===== config.mk =====
export PLATFORM = sky130hd
export DESIGN_NAME = sd_spi_ctl
export DESIGN_NICKNAME = d
export VERILOG_FILES = /design/src/rtl/sd_spi_pkg.sv /design/src/rtl/sd_spi_shifter.sv /design/src/rtl/sd_spi_ctl.sv
export SDC_FILE = /design/constraint.sdc
export NUM_CORES = 1
export LEC_CHECK = 0
export BUFFER_PORTS_ARGS = -buffer_cell sky130_fd_sc_hd__buf_2
export CORE_ASPECT_RATIO = 1.1
export CORE_UTILIZATION = 40
export DETAILED_ROUTE_END_ITERATION = 10
export PLACE_DENSITY_LB_ADDON = 0.3
export REMOVE_ABC_BUFFERS = 1
export SLEW_MARGIN = 20
export SYNTH_ARGS = -nofsm -noshare
export SYNTH_HDL_FRONTEND = slang
export SYNTH_SLANG_ARGS = --single-unit

===== constraint.sdc =====
create_clock -name clock -period 2.8 [get_ports clock]
set_clock_uncertainty 0.15 [all_clocks]
set_input_delay 0.7 -clock clock [delete_from_list [all_inputs] [get_ports clock]]
set_output_delay 0.7 -clock clock [all_outputs]
set_load 0.1 [all_outputs]

===== src/rtl/sd_spi_pkg.sv =====
// Shared encodings for the SPI-mode SD card engine: command IDs, FSM states
// and the INIT dummy-clock count.
package sd_spi_pkg;

    localparam logic [1:0] SD_CMD_INIT  = 2'd0;
    localparam logic [1:0] SD_CMD_XCHG  = 2'd1;
    localparam logic [1:0] SD_CMD_CS_LO = 2'd2;
    localparam logic [1:0] SD_CMD_CS_HI = 2'd3;

    localparam int INIT_PULSES = 80;

    typedef enum logic [1:0] {
        IDLE,
        INIT,
        XCHG,
        CSSET
    } state_t;

endpackage


===== src/rtl/sd_spi_shifter.sv =====
// SCLK divider, 8-bit MSB-first shift register and bit/pulse counter (SPI mode 0).
// INIT mode holds MOSI high and emits INIT_PULSES clocks; XCHG mode moves one byte.
import sd_spi_pkg::*;

module sd_spi_shifter #(
    parameter int HW = 6
) (
    input  logic          clock,
    input  logic          resetn,
    input  logic          start,
    input  logic          init_mode,
    input  logic [HW-1:0] half,
    input  logic [7:0]    tx_byte,
    input  logic          miso,
    output logic          sclk,
    output logic          mosi,
    output logic          done,
    output logic [7:0]    rx_byte
);

    logic          active;
    logic          mode_init;
    logic [HW-1:0] half_q;
    logic [HW-1:0] half_m1;
    logic [HW-1:0] div_cnt;
    logic [6:0]    pulse_cnt;
    logic [6:0]    last_pulse;
    logic [7:0]    shreg;
    logic          tick;
    logic          sample;

    assign half_m1    = half_q - HW'(1);
    assign tick       = active && (div_cnt == half_m1);
    assign last_pulse = mode_init ? 7'(INIT_PULSES - 1) : 7'd7;
    assign done       = tick && sclk && (pulse_cnt == last_pulse);
    // Sample in the first high cycle so the synchronized MISO has settled.
    assign sample     = active && sclk && (div_cnt == '0) && !mode_init;
    assign rx_byte    = shreg;

    always_ff @(posedge clock) begin
        if (!resetn) begin
            active    <= 1'b0;
            mode_init <= 1'b0;
            half_q    <= '0;
            div_cnt   <= '0;
            pulse_cnt <= '0;
            shreg     <= '0;
            sclk      <= 1'b0;
            mosi      <= 1'b1;
        end else if (start) begin
            active    <= 1'b1;
            mode_init <= init_mode;
            half_q    <= half;
            div_cnt   <= '0;
            pulse_cnt <= '0;
            shreg     <= tx_byte;
            sclk      <= 1'b0;
            mosi      <= init_mode ? 1'b1 : tx_byte[7];
        end else if (active) begin
            if (tick) begin
                div_cnt <= '0;
                if (!sclk) begin
                    sclk <= 1'b1;
                end else begin
                    sclk      <= 1'b0;
                    pulse_cnt <= pulse_cnt + 7'd1;
                    if (done) begin
                        active <= 1'b0;
                        mosi   <= 1'b1;
                    end else if (!mode_init) begin
                        mosi <= shreg[7];
                    end
                end
            end else begin
                div_cnt <= div_cnt + HW'(1);
            end
            if (sample)
                shreg <= {shreg[6:0], miso};
        end
    end

endmodule


===== src/rtl/sd_spi_ctl.sv =====
// SPI-mode SD card engine behind the FEh/FFh port registers: strobe detect,
// command FSM, chip select, timeout. Optional fast-clock select: SD_SPEED_SEL_EN.
import sd_spi_pkg::*;

module sd_spi_ctl #(
    parameter int DIV_SLOW       = 32,
    parameter int DIV_FAST       = 2,
    parameter int TIMEOUT_CYCLES = 2500000
) (
    input  logic       clock,
    input  logic       resetn,
    input  logic       sd_signal,
    input  logic [1:0] sd_cmd,
    input  logic [7:0] sd_out,
    output logic [7:0] sd_din,
    output logic       sd_busy,
    output logic       sd_timeout,
    output logic       spi_sclk,
    output logic       spi_cs_n,
    output logic       spi_mosi,
    input  logic       spi_miso
);

    // DIV_FAST never exceeds DIV_SLOW in a sane build, so this is the slow width.
    localparam int DIV_MAX = (DIV_FAST > DIV_SLOW) ? DIV_FAST : DIV_SLOW;
    localparam int HW      = $clog2(DIV_MAX + 1);
    localparam int TW      = $clog2(TIMEOUT_CYCLES + 1);

    state_t        state, state_n;
    logic          sig_q, sig_prev;
    logic          miso_q1, miso_q2;
    logic          accept;
    logic          start;
    logic          done;
    logic [HW-1:0] half;
    logic [7:0]    rx_byte;
    logic [TW-1:0] tmo_cnt;

    assign accept     = sig_q && !sig_prev && (state == IDLE);
    assign start      = accept && (sd_cmd == SD_CMD_INIT || sd_cmd == SD_CMD_XCHG);
    assign sd_busy    = (state != IDLE);
    assign sd_timeout = (tmo_cnt == TW'(TIMEOUT_CYCLES));

`ifdef SD_SPEED_SEL_EN
    logic speed;

    assign half = (sd_cmd == SD_CMD_INIT || !speed) ? HW'(DIV_SLOW) : HW'(DIV_FAST);

    always_ff @(posedge clock) begin
        if (!resetn)
            speed <= 1'b0;
        else if (accept && sd_cmd == SD_CMD_INIT)
            speed <= 1'b0;
        else if (accept && sd_cmd == SD_CMD_CS_HI)
            speed <= sd_out[0];
    end
`else
    assign half = HW'(DIV_SLOW);
`endif

    always_ff @(posedge clock) begin
        if (!resetn)
            state <= IDLE;
        else
            state <= state_n;
    end

    always_comb begin
        state_n = state;
        case (state)
            IDLE: begin
                if (accept) begin
                    case (sd_cmd)
                        SD_CMD_INIT: state_n = INIT;
                        SD_CMD_XCHG: state_n = XCHG;
                        default:     state_n = CSSET;
                    endcase
                end
            end
            INIT, XCHG: if (done) state_n = IDLE;
            CSSET:      state_n = IDLE;
            default:    state_n = IDLE;
        endcase
    end

    always_ff @(posedge clock) begin
        if (!resetn) begin
            sig_q    <= 1'b0;
            sig_prev <= 1'b0;
            miso_q1  <= 1'b1;
            miso_q2  <= 1'b1;
            sd_din   <= 8'hFF;
            spi_cs_n <= 1'b1;
            tmo_cnt  <= '0;
        end else begin
            sig_q    <= sd_signal;
            sig_prev <= sig_q;
            miso_q1  <= spi_miso;
            miso_q2  <= miso_q1;
            if (accept) begin
                case (sd_cmd)
                    SD_CMD_INIT, SD_CMD_CS_HI: spi_cs_n <= 1'b1;
                    SD_CMD_CS_LO:              spi_cs_n <= 1'b0;
                    default:                   ;
                endcase
            end
            if (done && state == XCHG)
                sd_din <= rx_byte;
            if (accept)
                tmo_cnt <= '0;
            else if (!sd_timeout)
                tmo_cnt <= tmo_cnt + TW'(1);
        end
    end

    sd_spi_shifter #(.HW(HW)) u_shifter (
        .clock     (clock),
        .resetn    (resetn),
        .start     (start),
        .init_mode (sd_cmd == SD_CMD_INIT),
        .half      (half),
        .tx_byte   (sd_out),
        .miso      (miso_q2),
        .sclk      (spi_sclk),
        .mosi      (spi_mosi),
        .done      (done),
        .rx_byte   (rx_byte)
    );

endmodule


==> results list, run 1 <==
* Cell area after synthesis: 2990 sq um
- Clock-pin slew of the registers on the worst-case setup and hold paths: 80 ps
* Initial antenna violation count: 0
* Depth of the CTS H-tree: 3
- P_leak: ~1.2 nW
- CP bufs+invs: 1
- After synthesis, the share of flip-flops with an asynchronous set or reset is 0%.
- Final worst-path cycle share: between 90% and 100%
* Fin Setup TNS: 0 ps
* Placed Instances: between 400 and 500
- Of all nets on the critical path, the largest fanout is 6.
* Arrival time at the worst endpoint: between 1500 and 2000 ps
* # port buffers: 26
- For this run, the leading register cell type out of synthesis is sky130_fd_sc_hd__dfxtp_1.
* Number of max-cap violations: 0
* Ratio of routed vias to standard cells: 5.46
* Placement Cell Area: about 3200 sq um
* Core region area: between 7000 and 8000 sq um
* Outcome: finished with violations
- Required time at the worst-slack endpoint: 1950 ps
- Number of cell rows: 32
* Number of setup buffers added after CTS: 0
- Total overflow reported by the global router: 0
- Across all setup checks in the final design, the least slack found is ~150 ps.
- For this run, design rule violations remaining after detail routing come to 2.
- Startpoint kind of the worst setup timing path: register
* Top Family by Delay on Critical Path: simple AND/OR/NAND/NOR gates
* Path type of the worst setup path: reg -> out
* Total I/O pin count: 27
- For this block, the initial DRC count from the detailed router was 52.
- The finished cells cover 3430 sq um.
* Chip height: slightly above 90 um
* Maximum ir drop on the vdd rail: 0.000325 V
- Most common cell after layout, fill and taps aside: sky130_fd_sc_hd__dfxtp_1
* Fraction of layout instances using a drive strength above 1: 15.6%
- Initial Utilization: 42.0%
- Final number of hold-violating endpoints: 0
* Violated checks: DRC
- GRT Total Usage: around 17%
- Avg Synthesized Cell Area: between 8 and 9 sq um
- Most used cells in the layout excluding fill and tap cells: sky130_fd_sc_hd__dfxtp_1, sky130_fd_sc_hd__nor2_1, sky130_fd_sc_hd__a21oi_1, sky130_fd_sc_hd__buf_2, sky130_fd_sc_hd__o21ai_0
- The cell sitting at the root of the clock tree is a sky130_fd_sc_hd__clkbuf_8.
- Walking the worst path, the cells encountered are nor4bb_2 -> nand4_1 -> nor2_1 -> buf_6.
* Power per unit of standard cell area: roughly 630 nW/um^2
- Timing would allow up to roughly 380 MHz.
* Delay of the slowest cell on the worst path: 400 ps
* Number of optimization iterations in the first detailed-route pass: 7
* Relative area change from synthesis to final layout: 14.6%
- Slew at the pin closest to its max-slew limit: 756 ps
- Worst hold path class: reg -> reg
- Global-route wire length before repair: approximately 11 mm
* Fraction of the yosys area taken by sequential cells: between 40% and 50%
* Global placement routability congestion: 0.851
- Total number of nets in the final design: 396
- The clock passes through at most 2 buffers.
* Via count of the routed design: 2535
- In the final routed layout, each cell accounts on average for 13.6 um.
* Flop and latch count out of synthesis: 63
- Antenna Diode Count: 0
* Final period demand of the worst path: about 2700 ps
- Design Power: 2.14 mW
- The final count of pins violating max slew came to 0.
- TritonCTS built the clock tree.
* Endpoint class of the critical path: primary output
- Top cells by area, synth: sky130_fd_sc_hd__dfxtp_1, sky130_fd_sc_hd__a21oi_1, sky130_fd_sc_hd__mux2i_1, sky130_fd_sc_hd__nor2_1, sky130_fd_sc_hd__o21ai_0
- Synthesis handed over a netlist of 348 instances.
- Die area: roughly 7800 sq um
- The synthesized design contains 0 enable-type register cells.
- Setup violations remaining at the end of the flow were counted as 0.
* Count of antenna-violating nets left after detailed routing: 0
- Entering global routing, the biggest net connects 23 pins.
- Die Width: about 84 um
- In this run, distinct cell masters in the synthesized netlist total between 40 and 50.
- Setup repair after global routing left no endpoint under its margin.
- Among all stages on the critical path, the largest delay is contributed by sky130_fd_sc_hd__dfxtp_1.
* Share of the synthesized area in the top cell type: 42.2%
* Post-route insts no fill: 464
* Cell type with the largest total area after synthesis: sky130_fd_sc_hd__dfxtp_1
* Via count of the first global-routing pass: approximately 2400
- Number of sinks handled by clock tree synthesis: 63
- Detailed placement ended at an HPWL of roughly 4.5 mm.
- The number of clock buffers added by TritonCTS is 9.
- Synth warn: 0
- Timing analysis after detailed placement gives a worst setup slack of roughly 320 ps.
- Measured against its own limit, the worst slew margin works out to 49.6%.
* Clock insertion delay at the later pin of the skew report: 340 ps
- Summed over all layers, the routed wires come to ~6.3 mm.
power breakdown:
part           switching, mW  internal [mW]  leakage, nW
logic                  0.271          0.115        0.612
clock network          0.373          0.412       0.0956
registers             0.0354          0.937        0.511
total                  0.680           1.46         1.22
Yosys cell counts (all sizes together) (2+ instances only):
cell type / number
dfxtp: 63
nand2b: 6
and2: 3
clkbuf: 15
ha: 8
nor3: 12
a31oi: 8
xnor2: 8
or3: 11
nor4: 13
nor2: 29
o31ai: 4
nand3: 14
xor2: 7
or4: 6
a21oi: 25
nand4bb: 2
mux2i: 12
o21ai: 21
inv: 18
nand4: 7
and4: 3
nor3b: 3
nor4bb: 3
or2: 2
and3: 2
buf: 2
a211oi: 10
nand2: 20
nor4b: 2
sequential cells by signal, indices dropped and copies added (netlist names):
| signal | count |
|---|---|
| tmo_cnt | 22 |
| sig_q | 1 |
| miso_q1 | 1 |
| u_shifter.sclk | 1 |
| u_shifter.mode_init | 1 |
| u_shifter.rx_byte | 8 |
| u_shifter.div_cnt | 6 |
| u_shifter.active | 1 |
| miso_q2 | 1 |
| u_shifter.pulse_cnt | 7 |
| state | 2 |
| u_shifter.half_q | 1 |
| u_shifter.mosi | 1 |
| spi_cs_n | 1 |
| sig_prev | 1 |
| sd_din | 8 |
layer usage:
metal | vias up | routed length (um) | global-route usage [%]
li1 | 1310 | - | -
met1 | 1186 | 2940 | 20.1
met2 | 30 | 3150 | 30.3
met3 | 9 | 134 | 3.21
met4 | 0 | 102 | 9.32
met5 | - | 0 | 0
metrics by stage:
stage	utilization, %	hold slack (ps)
final	48.1	264
after global routing	48.1	286
after CTS	47.8	268
after detailed placement	45.0	246
after global placement	45.0	239
after floorplan	-	236
final timing paths:
path | startpoint | end | slack (ps) | cells after the start
worst max register to register | tmo_cnt[0]$_SDFFE_PP0N_ | tmo_cnt[20]$_SDFFE_PP0N_ | 540 | 5
worst max-delay path | tmo_cnt[17]$_SDFFE_PP0N_ | sd_timeout | 150 | 4
worst min-delay path | miso_q1$_SDFF_PN1_ | miso_q2$_SDFF_PN1_ | 260 | 1
worst min register to register | miso_q1$_SDFF_PN1_ | miso_q2$_SDFF_PN1_ | 260 | 1
cells by family after synthesis:
| family | synth area share (%) |
|---|---|
| AO/OA/AOI/OAI | 14.2 |
| AND/OR/NAND/NOR | 27.1 |
| buffers and inverters | 4.47 |
| flip-flops | 42.2 |
| XOR/XNOR | 4.39 |
| multiplexers | 4.39 |
| adder cells (fa/ha/maj) | 3.35 |
cell type report:
| class | count | area, sq um |
|---|---|---|
| fill | 707 | 3700 |
| multi-input combinational | 250 | 1610 |
| sequential | 63 | 1260 |
| timing repair buffer | 32 | 181 |
| clock buffer | 9 | 124 |
| tap | 85 | 106 |
| clock inverter | 7 | 72.6 |
| inverter | 18 | 67.6 |
what timing repair did:
action / in CTS / in global routing
setup endpoints to repair: 1 / 1
hold buffers: 0 / 0
gates resized for setup: 1 / 4
(Power assumes the default switching activity.)
==> inputs of run 2 (changes only) <==
MAX_ROUTING_LAYER = met4   (was default)
==> run 2 against run 1 <==
The flow still finishes with violations (DRC). Cell area down 0.18%. Non-clock buffer count unchanged. Clock-buffer cell count did not move. Total power is 0.11% higher. Largest power group unchanged. Highest routed layer unchanged.
==> results list, run 2 (synthesis gave the netlist of run 1 again) <==
- The flow ran to the end, but the final reports show violations.
* Violated checks: DRC
- Along the worst path, the maximum fanout reaches 6.
* Most common cell after layout, fill and taps aside: sky130_fd_sc_hd__dfxtp_1
- Arrival time at the worst endpoint: around 1800 ps
- Fraction of layout instances using a drive strength above 1: 15.3%
- Data on the critical path is required at its endpoint by 1950 ps.
- Slew at the pin closest to its max-slew limit: 758 ps
- Final number of hold-violating endpoints: 0
* Placement Cell Area: between 3000 and 4000 sq um
- Of the available clock period, the critical path in the final layout requires 93.4%.
- Initial antenna violation count: 0
- Core region area: 7130 sq um
* Buffer depth of the longest clock path: 2
- Mean routed wirelength per cell: between 10 and 15 um
- Number of max-cap violations: 0
* Path type of the worst setup path: reg -> out
- For this configuration, the core starts out at a cell density of 42.0%.
- Post-Route Utilization: 48.0%
* Final slew viol count: 0
* Final period demand of the worst path: between 2000 and 3000 ps
- The number of placed instances, taps included, is 448.
* Final instance area: 3420 sq um
- The routed layout has 2542 vias.
* Die area: 7830 sq um
* # port buffers: 26
- Startpoint kind of the worst setup timing path: register
- Adding up every negative setup slack in the final design gives 0 ps.
- After the last flow step, the layout net total stands at a little under 400.
- GRT Total Usage: between 10% and 20%
* Sum of net half-perimeters after detailed placement: between 4 and 5 mm
- 27 I/O pins were placed.
- The library cells used most frequently in the layout, excluding fill and tap cells, are sky130_fd_sc_hd__dfxtp_1, sky130_fd_sc_hd__nor2_1, sky130_fd_sc_hd__a21oi_1, sky130_fd_sc_hd__buf_2, sky130_fd_sc_hd__o21ai_0.
- Relative area change from synthesis to final layout: 14.3%
- After the flow finishes, the layout carries non-filler instances totaling between 400 and 500.
- Worst Hold Slack: 264 ps
- Final worst setup slack: 184 ps
- The later pin in the worst-skew pair is clocked with a latency of 340 ps.
* Design Power: 2.15 mW
- The register with the most flip-flops in the layout has 22 of them.
* Ratio of routed vias to standard cells: 5.48
* Maximum ir drop on the vdd rail: 0.000325 V
- The die is 92.7 um tall.
- Max-slew headroom: 49.5%
- The number of global-route vias before repair came to 2440.
* Setup violators final: 0
* Count of antenna-violating nets left after detailed routing: 0
- Clock-pin slew was measured on the worst setup and hold paths at 80 ps.
- Endpoint class of the critical path: primary output
- 0 antenna diodes ended up in the layout.
- Setup repair after global routing left no endpoint under its margin.
- Number of optimization iterations in the first detailed-route pass: 7
- The total overflow left after global routing is 0.
* CTS buffer count: 9
- Maximum number of pins on one net before global-route repair: 23
- Reg with most FFs: tmo_cnt
* Cell at the root of the clock tree: sky130_fd_sc_hd__clkbuf_8
- For this design the static power due to leakage is 1.22 nW.
- The floorplan has 32 rows.
* Die Width: 84.5 um
- Global placement routability congestion: roughly 0.86
- The first global-routing pass estimated ~11 mm of wire.
- TritonCTS built the clock tree.
* Number of sinks handled by clock tree synthesis: 63
* Drc violations: 2
- The clock tree synthesis step divided the H-tree into 3 levels.
- Timing analysis after detailed placement gives a worst setup slack of around 320 ps.
- Timing would allow up to 382 MHz.
- The detailed router finished its first iteration with just over 60 violations.
- Worst hold path class: reg -> reg
- WL final: 6.30 mm
* Power per unit of standard cell area: about 630 nW/um^2
run 2: cell types whose count changed in the layout (fill, tap and decap cells not counted):
cell | before | now
sky130_fd_sc_hd__nor4bb_2 | 2 | 1
sky130_fd_sc_hd__nor4bb_1 | 1 | 2
run 2: cell type report:
cell class	count	area, sq um
fillers	706	3710
multi-input cells	250	1610
flip-flops and latches	63	1260
repair buffers	32	181
clock buffers	9	124
well taps	85	106
clock inverters	7	72.6
inverters	18	67.6
run 2: report_power, final:
group	total [mW]	switching, mW	internal, mW	leakage [nW]
sequential	0.972	0.0352	0.937	0.511
combinational	0.385	0.271	0.115	0.612
clock	0.788	0.376	0.412	0.0956
run 2: metal layers:
layer  part of all wire (%)  global-route usage [%]  vias to the layer above
li1                       -                       -                     1312
met1                     47                    20.3                     1186
met2                     49                    30.1                       34
met3                    2.4                    2.94                       10
met4                    1.5                    9.32                        0
met5                      0                       -                        -
run 2: worst paths after layout:
| check | from | to | slack (ps) | cells after the start |
|---|---|---|---|---|
| worst max-delay path | tmo_cnt[17]$_SDFFE_PP0N_ | sd_timeout | 180 | 4 |
| worst min-delay path | miso_q1$_SDFF_PN1_ | miso_q2$_SDFF_PN1_ | 260 | 1 |
| worst max register to register | tmo_cnt[0]$_SDFFE_PP0N_ | tmo_cnt[20]$_SDFFE_PP0N_ | 540 | 5 |
| worst min register to register | miso_q1$_SDFF_PN1_ | miso_q2$_SDFF_PN1_ | 260 | 1 |
run 2: timing repair:
item                                   4_1_cts  5_1_grt
pin swaps                                    0        0
endpoints found under the hold margin        0        0
setup endpoints to repair                    1        1
resized for setup                            1        3
setup buffers                                0        0
hold buffers                                 0        0
run 2: worst max-delay path: stages (launching register included):
cell and delay [ps]:
sky130_fd_sc_hd__dfxtp_1 400, sky130_fd_sc_hd__nor4bb_2 350, sky130_fd_sc_hd__nand4_1 210, sky130_fd_sc_hd__nor2_1 210
sky130_fd_sc_hd__buf_6 250
==> inputs of run 3 (changes only) <==
CORE_UTILIZATION = 52   (was 40)
==> run 3 against run 2 <==
The flow now finishes without violations. Cell area rose by 0.26%. Critical path depth rose by 2. Clock-buffer cell count rose by 2. Fmax fell by 2.0%. Setup slack got worse by 52 ps. Worst hold slack improved by 0.81 ps. Sequential share of layout area fell by 0.094 points. Total power rose by 5.0%. Clock power rose by 14%. Flip-flop and latch count did not move. Die area fell by 23%.
==> results list, run 3 (synthesis gave the netlist of run 1 again) <==
- After the flow finishes, the layout carries non-filler instances totaling 453.
- Cell at the root of the clock tree: sky130_fd_sc_hd__clkbuf_8
- Maximum fanout along the worst path: 5
* Via count of the first global-routing pass: 2329
- GRT Total Usage: 22.8%
- Met3 Routed Length: 203 um
* Worst hold path class: reg -> reg
* Sum of net half-perimeters after detailed placement: 4.12 mm
- TritonCTS clock tree: built
* Maximum number of pins on one net before global-route repair: 24
* Clock-pin slew of the registers on the worst-case setup and hold paths: 70 ps
- Depth of the CTS H-tree: 3
* Final instance area: 3430 sq um
- Delay of the slowest cell on the worst path: roughly 360 ps
- The first global-routing pass estimated 10.2 mm of wire.
- Across the run, the number of max-cap violations was 0.
- Global placement routability congestion: about 0.81
- Path type of the worst setup path: reg -> out
* Final slew viol count: 0
- WL final: 6.02 mm
- The first TritonRoute pass finished after 6 iterations.
* Die Width: roughly 74 um
* Required time at the worst-slack endpoint: 1950 ps
- Register area: around 1300 sq um
- Slew at the pin closest to its max-slew limit: approximately 690 ps
- For this design the top-level I/O count stands at 27.
- The analysis attributes to cell leakage a power of ~1.2 nW.
- More flip-flops sit in one register than any other, and that register is tmo_cnt.
- The top cell types in the final layout, fill and taps aside, are sky130_fd_sc_hd__dfxtp_1, sky130_fd_sc_hd__nor2_1, sky130_fd_sc_hd__a21oi_1, sky130_fd_sc_hd__buf_2, sky130_fd_sc_hd__o21ai_0.
- The count of buffers added on input and output ports is 26.
* Initial Utilization: around 55%
- The library cell used most frequently in the layout, excluding fill and tap cells, is sky130_fd_sc_hd__dfxtp_1.
- Routed length on met1: 2.62 mm
* Area used by multi-input combinational logic: around 1600 sq um
- After detailed routing, no signal wire sits above met4.
- Setup violations remaining at the end of the flow were counted as 0.
- Placement Cell Area: 3190 sq um
* Number of sinks handled by clock tree synthesis: 63
* Startpoint kind of the worst setup timing path: register
- Buffers inserted during clock tree synthesis total 9.
- RSZ-0062 raised after global routing: no
* Drc violations: 0
- DRC violation total after the first TritonRoute iteration: 102
- Relative area change from synthesis to final layout: 14.6%
- Ratio of routed vias to standard cells: 5.62
- Number of cell rows: 28
* Initial antenna violation count: 0
- Final period demand of the worst path: approximately 2700 ps
* Final number of hold-violating endpoints: 0
- Mean routed wirelength per cell: 13.3 um
* Total number of nets in the final design: 395
- Fmax: 375 MHz
- Die area: 6060 sq um
- In this run the vertical extent of the chip is 81.6 um.
- Walking the worst path, the cells encountered are inv_1 -> ha_1 -> nor3b_1 -> nand4_1 -> nor2_1 -> buf_6.
* Endpoint class of the critical path: primary output
- Power per unit of standard cell area: between 600 and 700 nW/um^2
- Antenna Diode Count: 0
- Count of antenna-violating nets left after detailed routing: 0
- Final worst-path cycle share: between 90% and 100%
- Fin Setup TNS: 0 ps
* Fraction of layout instances using a drive strength above 1: 14.8%
- Post-Route Utilization: 62.8%
- Counting the fill cells in the layout gives approximately 520.
- Summing over every cut layer, the via total after detailed routing is 2548.
* Outcome: complete, no violations
- Clock insertion delay at the later pin of the skew report: 350 ps
- Number of setup buffers added after CTS: 0
* Placed Instances: 437
- Critical-path cell with the highest stage delay: sky130_fd_sc_hd__dfxtp_1
- VDD sags by at most 0.000387 V.
- Max FFs per register: 22
- Max-slew headroom: 54.2%
* Hold-fix buffers, CTS: 0
* Total overflow reported by the global router: 0
- Routed length on met2: between 3 and 4 mm
* Core region area: ~5500 sq um
- STA puts the critical path data arrival time at 1820 ps.
* Buffer depth of the longest clock path: 2
* Worst Hold Slack: 264 ps
-- run 3: where the power goes --
group          leakage [nW]  internal [mW]  switching, mW
Clock                 0.120          0.549          0.352
Sequential            0.511          0.937         0.0333
Combinational         0.605          0.114          0.266
Total                  1.24           1.60          0.652
-- run 3: metrics by stage --
stage          total power, mW  setup slack [ps]
6_report                  2.25               131
5_1_grt                   2.36              10.1
4_1_cts                   2.28              75.9
3_5_place_dp              1.37               336
3_3_place_gp              1.36               366
2_1_floorplan             1.28              -261
-- run 3: worst paths after layout --
path | from | end | slack [ps] | depth (start not counted)
setup / recovery | tmo_cnt[0]$_SDFFE_PP0N_ | sd_timeout | 130 | 6
hold / removal | miso_q1$_SDFF_PN1_ | miso_q2$_SDFF_PN1_ | 260 | 1
setup reg to reg | u_shifter.div_cnt[0]$_SDFFE_PP0P_ | u_shifter.pulse_cnt[5]$_SDFFE_PP0P_ | 470 | 5
hold reg to reg | miso_q1$_SDFF_PN1_ | miso_q2$_SDFF_PN1_ | 260 | 1
-- run 3: worst max-delay path: cells and delay by family, from the launching register on --
family,cells,cell delay (ps)
buffers and inverters,2,350
AND/OR/NAND/NOR,3,630
flip-flops,1,360
adder cells (fa/ha/maj),1,140
-- run 3: cell type report --
cell class	instances	share of cell area (%)
Clock inverter	5	2.30
Inverter	18	1.97
Clock buffer	11	4.41
Sequential cell	63	36.8
Multi-Input combinational cell	250	46.7
Timing Repair Buffer	31	5.07
Tap cell	75	2.74
-- run 3: repair_timing --
action / 4_1_cts / 5_1_grt
endpoints found under the setup margin: 1 / 1
pin swaps: 0 / 0
gates resized for setup: 1 / 2
-- run 3: metal layers --
metal  vias to the layer above  global-route usage [%]
met5                         -                       -
met3                         7                    6.99
met2                        36                    39.5
li1                       1310                       -
met1                      1195                    24.6
met4                         0                    8.11
